<file path="config.mk">
export PLATFORM = sky130hd
export DESIGN_NAME = stream_demux
export DESIGN_NICKNAME = d
export VERILOG_FILES = /design/src/rtl/stream_demux_pkg.sv /design/src/rtl/sat_counter.sv /design/src/rtl/stream_demux.sv
export SDC_FILE = /design/constraint.sdc
export NUM_CORES = 1
export LEC_CHECK = 0
export CAP_MARGIN = 40
export CORE_MARGIN = 2
export CORE_UTILIZATION = 38
export DETAILED_ROUTE_END_ITERATION = 8
export PLACE_DENSITY = 0.81
export RECOVER_POWER = 100
export SLEW_MARGIN = 20
export SYNTH_ARGS = -nofsm -noshare
export SYNTH_HDL_FRONTEND = slang
export SYNTH_SLANG_ARGS = --single-unit
</file>
<file path="constraint.sdc">
create_clock -name clk -period 1.9 [get_ports clk]
set_input_delay 0.57 -clock clk [delete_from_list [all_inputs] [get_ports clk]]
set_output_delay 0.57 -clock clk [all_outputs]
set_load 0.02 [all_outputs]
</file>
<file path="src/rtl/stream_demux_pkg.sv">
// Shared defaults and elaboration-time helpers for the stream demultiplexer.
package stream_demux_pkg;

  localparam int unsigned DEF_DATA_W = 8;
  localparam int unsigned DEF_N_OUT  = 4;
  localparam int unsigned DEF_CNT_W  = 8;

  // Smallest r with 2**r >= v; usable in parameter expressions.
  function automatic int unsigned clog2(input int unsigned v);
    int unsigned r;
    r = 0;
    for (int unsigned i = 0; i < 31; i++) begin
      if ((32'd1 << i) < v) r = i + 1;
    end
    return r;
  endfunction

endpackage

</file>
<file path="src/rtl/sat_counter.sv">
// Saturating up-counter; holds at all-ones once reached.
module sat_counter #(
  parameter int unsigned CNT_W = 8
) (
  input  logic             clk,
  input  logic             rst_n,
  input  logic             inc,
  output logic [CNT_W-1:0] count
);

  always_ff @(posedge clk or negedge rst_n) begin
    if (!rst_n) begin
      count <= '0;
    end else if (inc && (count != '1)) begin
      count <= count + CNT_W'(1);
    end
  end

endmodule

</file>
<file path="src/rtl/stream_demux.sv">
// 1-to-N_OUT valid/ready demux with a one-entry holding stage, broadcast
// delivery and out-of-range select dropping.
module stream_demux
  import stream_demux_pkg::*;
#(
  parameter int unsigned DATA_W = DEF_DATA_W,
  parameter int unsigned N_OUT  = DEF_N_OUT,
  parameter int unsigned SEL_W  = clog2(N_OUT),
  parameter int unsigned CNT_W  = DEF_CNT_W
) (
  input  logic                    clk,
  input  logic                    rst_n,
  input  logic                    in_valid,
  output logic                    in_ready,
  input  logic [DATA_W-1:0]       in_data,
  input  logic [SEL_W-1:0]        in_sel,
  input  logic                    in_bcast,
  output logic [N_OUT-1:0]        out_valid,
  input  logic [N_OUT-1:0]        out_ready,
  output logic [N_OUT*DATA_W-1:0] out_data,
  output logic                    err_drop,
  output logic [CNT_W-1:0]        drop_cnt
);

  localparam logic [SEL_W:0] N_OUT_X = (SEL_W+1)'(N_OUT);

  logic              hold_valid, hold_valid_d;
  logic [DATA_W-1:0] hold_data;
  logic [SEL_W-1:0]  hold_sel;
  logic              hold_bcast;
  logic [N_OUT-1:0]  done, done_d;
  logic [N_OUT-1:0]  uni_mask;
  logic              rel, acc, oor, load;

  // Outputs depend only on the holding registers and out_ready.
  always_comb begin
    uni_mask = '0;
    for (int unsigned k = 0; k < N_OUT; k++) begin
      uni_mask[k] = (hold_sel == SEL_W'(k));
    end

    out_valid = '0;
    if (hold_valid) out_valid = hold_bcast ? ~done : uni_mask;

    out_data = '0;
    for (int unsigned k = 0; k < N_OUT; k++) begin
      if (out_valid[k]) out_data[k*DATA_W +: DATA_W] = hold_data;
    end

    rel  = hold_valid & (hold_bcast ? &(done | out_ready) : |(uni_mask & out_ready));
    in_ready = !hold_valid | rel;
    acc  = in_valid & in_ready;
    oor  = acc & !in_bcast & ({1'b0, in_sel} >= N_OUT_X);
    load = acc & !oor;

    hold_valid_d = load | (hold_valid & !rel);

    // A load without release only happens while EMPTY, where done is already clear.
    done_d = done;
    if (rel) begin
      done_d = '0;
    end else if (hold_valid && hold_bcast) begin
      done_d = done | (out_valid & out_ready);
    end
  end

  always_ff @(posedge clk or negedge rst_n) begin
    if (!rst_n) begin
      hold_valid <= 1'b0;
      hold_data  <= '0;
      hold_sel   <= '0;
      hold_bcast <= 1'b0;
      done       <= '0;
      err_drop   <= 1'b0;
    end else begin
      hold_valid <= hold_valid_d;
      done       <= done_d;
      err_drop   <= oor;
      if (load) begin
        hold_data  <= in_data;
        hold_sel   <= in_sel;
        hold_bcast <= in_bcast;
      end
    end
  end

  sat_counter #(
    .CNT_W(CNT_W)
  ) u_drop_cnt (
    .clk  (clk),
    .rst_n(rst_n),
    .inc  (oor),
    .count(drop_cnt)
  );

endmodule

</file>
Yosys cells after proc, flatten, opt, wreduce, memory -nomap -nowiden
Cells that the tools add are included.
{"block": "totals", "word_cells": 34, "reg_bits": 16, "output_inout_bits": 46}
{"block": "op_classes", "n_reduce_logical": 7, "bitwise_logic": 10, "mux": 9, "n_eq_ne": 3}
{"op": "8-bit 2-to-1 mux", "n": 4}
{"op": "4-bit 2-to-1 mux", "n": 4}
{"op": "4-bit bitwise AND", "n": 2}
{"op": "4-bit OR", "n": 2}
{"op": "2-bit == test, second input constant", "n": 2}
{"op": "4-bit NOT", "n": 1}
{"op": "4-bit AND reduction", "n": 1}
{"op": "4-bit OR reduction", "n": 1}
{"op": "1-bit bitwise AND", "n": 3}
{"op": "2-bit by 1-bit == test with 1-bit output, second input constant", "n": 1}
{"op": "1-bit logical NOT", "n": 2}
{"op": "2-bit logical NOT", "n": 1}
{"op": "1-bit OR", "n": 2}
{"op": "2-bit nonzero test", "n": 1}
{"op": "1-bit logical AND", "n": 1}
{"op": "1-bit 2-to-1 mux", "n": 1}

Depth between registers and ports, before layout
{"block": "logic_depth", "ltp_word": 8, "mapped_depth": 5, "mapped_depth_nobuf": 4}

By module
From an unflattened synthesis, not the netlist that was laid out.
{"block": "unflattened", "cells_unflattened": 139, "area_unflattened_um2": 1420.1}
{"module": "stream_demux", "cells_per_inst": 105, "area_each_um2": 1012.2, "n_inst": 1, "seq_area_each_um2": 400.4}
{"module": "sat_counter", "cells_per_inst": 34, "area_each_um2": 407.9, "n_inst": 1, "seq_area_each_um2": 200.2}

Worst setup path after synthesis
No wires, ideal clock.
{"block": "synth_path", "kind": "register -> output", "startpoint": "register hold_sel[0]", "endpoint": "output out_data[16]", "path_stages_with_launch": 6, "required_ns": 1.330, "slack_ns": -0.143, "path_buffers": 1, "arrival_time_ns": 1.473, "cell_sequence": "dfrtp_1 > buf_4 > nor3b_1 > a21oi_1 > nor2_1 > and2_1"}
{"block": "synth_between", "elab_chain_cells": 4}
{"item": "start, declared", "line_no": "stream_demux.sv:29", "text": "logic [SEL_W-1:0] hold_sel;"}
{"item": "start signal, assigned", "line_no": "stream_demux.sv:81", "text": "hold_sel <= in_sel;"}
{"item": "2-bit == test", "line_no": "stream_demux.sv:39", "text": "uni_mask[k] = (hold_sel == SEL_W'(k));"}
{"item": "4-bit 2-to-1 mux (2 in series)", "line_no": "stream_demux.sv:43", "text": "if (hold_valid) out_valid = hold_bcast ? ~done : uni_mask;"}
{"item": "net out_valid[2]", "line_no": "stream_demux.sv:18", "text": "output logic [N_OUT-1:0] out_valid,"}
{"item": "8-bit 2-to-1 mux", "line_no": "stream_demux.sv:47", "text": "if (out_valid[k]) out_data[k*DATA_W +: DATA_W] = hold_data;"}
{"item": "end, declared", "line_no": "stream_demux.sv:20", "text": "output logic [N_OUT*DATA_W-1:0] out_data,"}
The timed path passes the listed nets, and every way through them passes these cells.

Final worst setup path
{"block": "layout_path", "startpoint": "register hold_bcast", "endpoint": "output in_ready"}
{"block": "layout_between", "elab_chain_cells": 3}
{"item": "start, declared", "line_no": "stream_demux.sv:30", "text": "logic hold_bcast;"}
{"item": "start signal, assigned", "line_no": "stream_demux.sv:82", "text": "hold_bcast <= in_bcast;"}
{"item": "1-bit 2-to-1 mux", "line_no": "stream_demux.sv:50", "text": "rel = hold_valid & (hold_bcast ? &(done | out_ready) : |(uni_mask & out_ready));"}
{"item": "1-bit bitwise AND", "line_no": "stream_demux.sv:50"}
{"item": "1-bit OR", "line_no": "stream_demux.sv:51", "text": "in_ready = !hold_valid | rel;"}
{"item": "end, declared", "line_no": "stream_demux.sv:14", "text": "output logic in_ready,"}
Every way passes these cells.

==> summary.txt <==
Run status
  • Status: complete, but fails checks
  • Violations in the final reports: negative setup slack

Clock tree
  • Later-pin clock latency in the skew report: 0.29 ns
  • Count of H-tree levels built during CTS: 1
  • Num CTS Buffers: 3
  • Root Buffer Master: sky130_fd_sc_hd__clkbuf_4
  • Sinks on Clock Net: 16
  • Maximum clock path buffer count: 2
  • Worst-path clk slew: around 0.10 ns
  • Cts hold-fix bufs: 0
  • Clock tree from TritonCTS: yes

Finish
  • Share of cells above drive strength 1: 56.22%
  • Post-route cell area: 1967 µm²
  • Final Non-Filler Cells: 232
  • Count of antenna diodes in the layout: 0
  • Utilization after layout: 71.32%
  • Final Net Count: 220
  • Synth-to-Final Area Change: 79.25%

Global route
  • GRT Residual Overflow: 0
  • Initial antenna violation count: 0
  • Overall track demand over capacity in global routing: 23.22%
  • Maximum number of pins on one net before global-route repair: 17
  • Global-route wire length before repair: 5851 µm
  • Vias in the first global route: between 1000 and 1500

Critical path
  • Data arrival time at the worst-slack endpoint: 1.61 ns
  • Internal reg-to-reg setup slack: approximately 0.090 ns
  • Required time at the worst-slack endpoint: between 1 and 1.5 ns
  • Top fanout value on the critical path: 6
  • Type of element capturing the critical path: output pin
  • Critical path type: reg2out
  • Category of the worst setup path launch point: flop

Placed design
  • Count of input and output buffers: 54
  • Gpl congestion: 0.8679
  • Final HPWL DP: 2762 µm
  • Instance area after placement: ~1800 µm²
  • Number of placed instances with taps included: 222

Synth
  • Cells after synthesis: 116
  • Cell area after synthesis: 1097 µm²
  • Top FF cell, synth: sky130_fd_sc_hd__dfrtp_1
  • Post-synth EDFFs: 0
  • Top post-synthesis cells by count: sky130_fd_sc_hd__and2_1 (26), sky130_fd_sc_hd__dfrtp_1 (16), sky130_fd_sc_hd__buf_4 (10), sky130_fd_sc_hd__mux2_2 (10)
  • Top post-synthesis cells by area: sky130_fd_sc_hd__dfrtp_1 (36%), sky130_fd_sc_hd__and2_1 (15%), sky130_fd_sc_hd__mux2_2 (10%), sky130_fd_sc_hd__buf_4 (6.8%), sky130_fd_sc_hd__and3_1 (4.6%)
  • Async set-reset flop share out of synthesis: 100.0%
  • Portion of the post-synthesis area used by sequential elements: between 30 and 40%
  • Most numerous cell in the Yosys netlist: sky130_fd_sc_hd__and2_1
  • Warnings from Yosys: 0
  • Biggest area consumer among synthesized cells: sky130_fd_sc_hd__dfrtp_1
  • Count of cell types in the netlist: 28
  • Synthesized area per cell: 9.459 µm²
  • Number of storage elements in the synthesis netlist: 16
  • Portion of synthesized cell area occupied by the leading cell type: 36.49%

Pwr
  • Switching share of power: 44.81%
  • Ratio of total power to cell area: roughly 2200 nW/µm²
  • Peak VDD IR: 0.001489 V
  • Power share of the sequential group: 17.7%
  • Clock power share: 5.2%
  • Leakage: just under 1 nW
  • Total internal power: 2.410 mW
  • Net switching component of the power: 1.957 mW
  • Combinational share of power: roughly 77%

Drt
  • DR vias: ~1200
  • Post-route DRC: 0
  • DRT iter0 DRCs: 27
  • Via-to-Cell Ratio: 5.095
  • Total detailed-routing wirelength: 3821 µm
  • Total iterations of the first detailed-routing run: 4
  • Routed len/inst: around 16 µm
  • Routed Antenna Nets: 0

STA
  • Slack of the critical path: -0.2809 ns
  • Setup violators final: 37
  • Peak clock frequency supported by timing: 458.5 MHz
  • Portion of the clock cycle consumed by the worst path in the final layout: 114.8%
  • Tightest Pin Transition: 0.8849 ns
  • Number of failing hold endpoints at the final stage: 0
  • Minimum period implied by the final worst setup slack: ~2.2 ns
  • WHS: 0.5676 ns
  • Worst clock skew: 0.009181 ns
  • Worst slew margin relative to its limit: a little over 40%
  • Max Slew Vio Count: 0
  • Unrepaired setup endpoints after global routing: true

Floorplanning
  • # rows: 19
  • Die Ht: 57.74 µm
  • Initial standard-cell utilization of the core: 39.79%
  • Count of boundary I/O pins: 64
  • Floorplan Core Area: approximately 2800 µm²
  • Die Outline Area: 3333 µm²
  • Die X: slightly below 60 µm

Worst hold path
  • Class of the worst hold path: reg2reg

Flow run
  • Number of max-cap violations: 0
cells by family after synthesis:
group / share of synthesized area [%]
AO/OA/AOI/OAI: 11.63
buffers and inverters: 9.462
flip-flops: 36.49
multiplexers: 15.05
other: 0.3417
AND/OR/NAND/NOR: 27.02
worst max-delay path, cell delays in order (launching register included):
cell and delay (ns):
sky130_fd_sc_hd__dfrtp_2 0.45, sky130_fd_sc_hd__buf_4 0.16, sky130_fd_sc_hd__and3b_1 0.18, sky130_fd_sc_hd__a32oi_2 0.18, sky130_fd_sc_hd__o21a_1 0.21, sky130_fd_sc_hd__buf_6 0.13
power groups by stage:
stage / Clock [mW] / Combinational, mW / Sequential [mW]
floorplan: 0 / 1.57 / 0.631
global placement: 0 / 2.92 / 0.724
detailed placement: 0 / 2.98 / 0.741
CTS: 0.234 / 3.14 / 0.749
global route: 0.249 / 3.53 / 0.801
finish: 0.226 / 3.37 / 0.772
worst paths after layout:
kind | to | depth (start not counted) | from
max in group asynchronous | hold_sel[0] | 2 | rst_n
max reg2reg | done[1] | 6 | hold_sel[0]
min reg2reg | done[0] | 2 | done[0]
min in group asynchronous | hold_data[5] | 2 | rst_n
min | done[0] | 2 | done[0]
max | in_ready | 5 | hold_bcast
layer usage:
| metal | wire, µm | up-vias | global-route usage [%] |
|---|---|---|---|
| met5 | 0 | - | 0 |
| met4 | 137 | 0 | 11.30 |
| met3 | 161 | 15 | 5.134 |
| met2 | 2082 | 41 | 42.86 |
| met1 | 1440 | 577 | 24.72 |
| li1 | - | 549 | - |
cells in the final DEF (no fill, tap or decap), drive strengths merged, types with 5 or more instances in the layout:
cell type,n
a21oi,5
and2,26
and3,8
buf,68
clkbuf,5
clkdlybuf4s50,12
conb,9
dfrtp,16
mux2,10
nor2,8
area by class of cell:
| type | count | area (µm²) |
|---|---|---|
| Clock buffer | 4 | 36.28 |
| Fill cell | 207 | 790.8 |
| Inverter | 4 | 15.01 |
| Multi-Input combinational cell | 91 | 703.2 |
| Sequential cell | 16 | 404.1 |
| Tap cell | 31 | 38.79 |
| Timing Repair Buffer | 86 | 769.5 |
flip-flops by register name, indices dropped and copies added, names as in the netlist:
register,count
hold_valid,1
hold_bcast,1
hold_data,8
hold_sel,2
done,4
timing repair:
| action | in CTS | in global routing |
|---|---|---|
| endpoints found under the setup margin | 47 | 37 |
| pin swaps | 3 | 0 |
| cloned | 0 | 0 |
| setup buffers | 6 | 0 |
| resized for setup | 217 | 18 |
stage by stage:
stage	setup WS (ns)	TNS (ns)	total power, mW
floorplan	0.01966	0	2.197
global placement	-0.8755	-17.93	3.641
detailed placement	-0.9208	-20.13	3.723
CTS	-0.2484	-7.422	4.118
global route	-0.3602	-11.61	4.577
finish	-0.2809	-8.342	4.367
(Power assumes the default switching activity.)
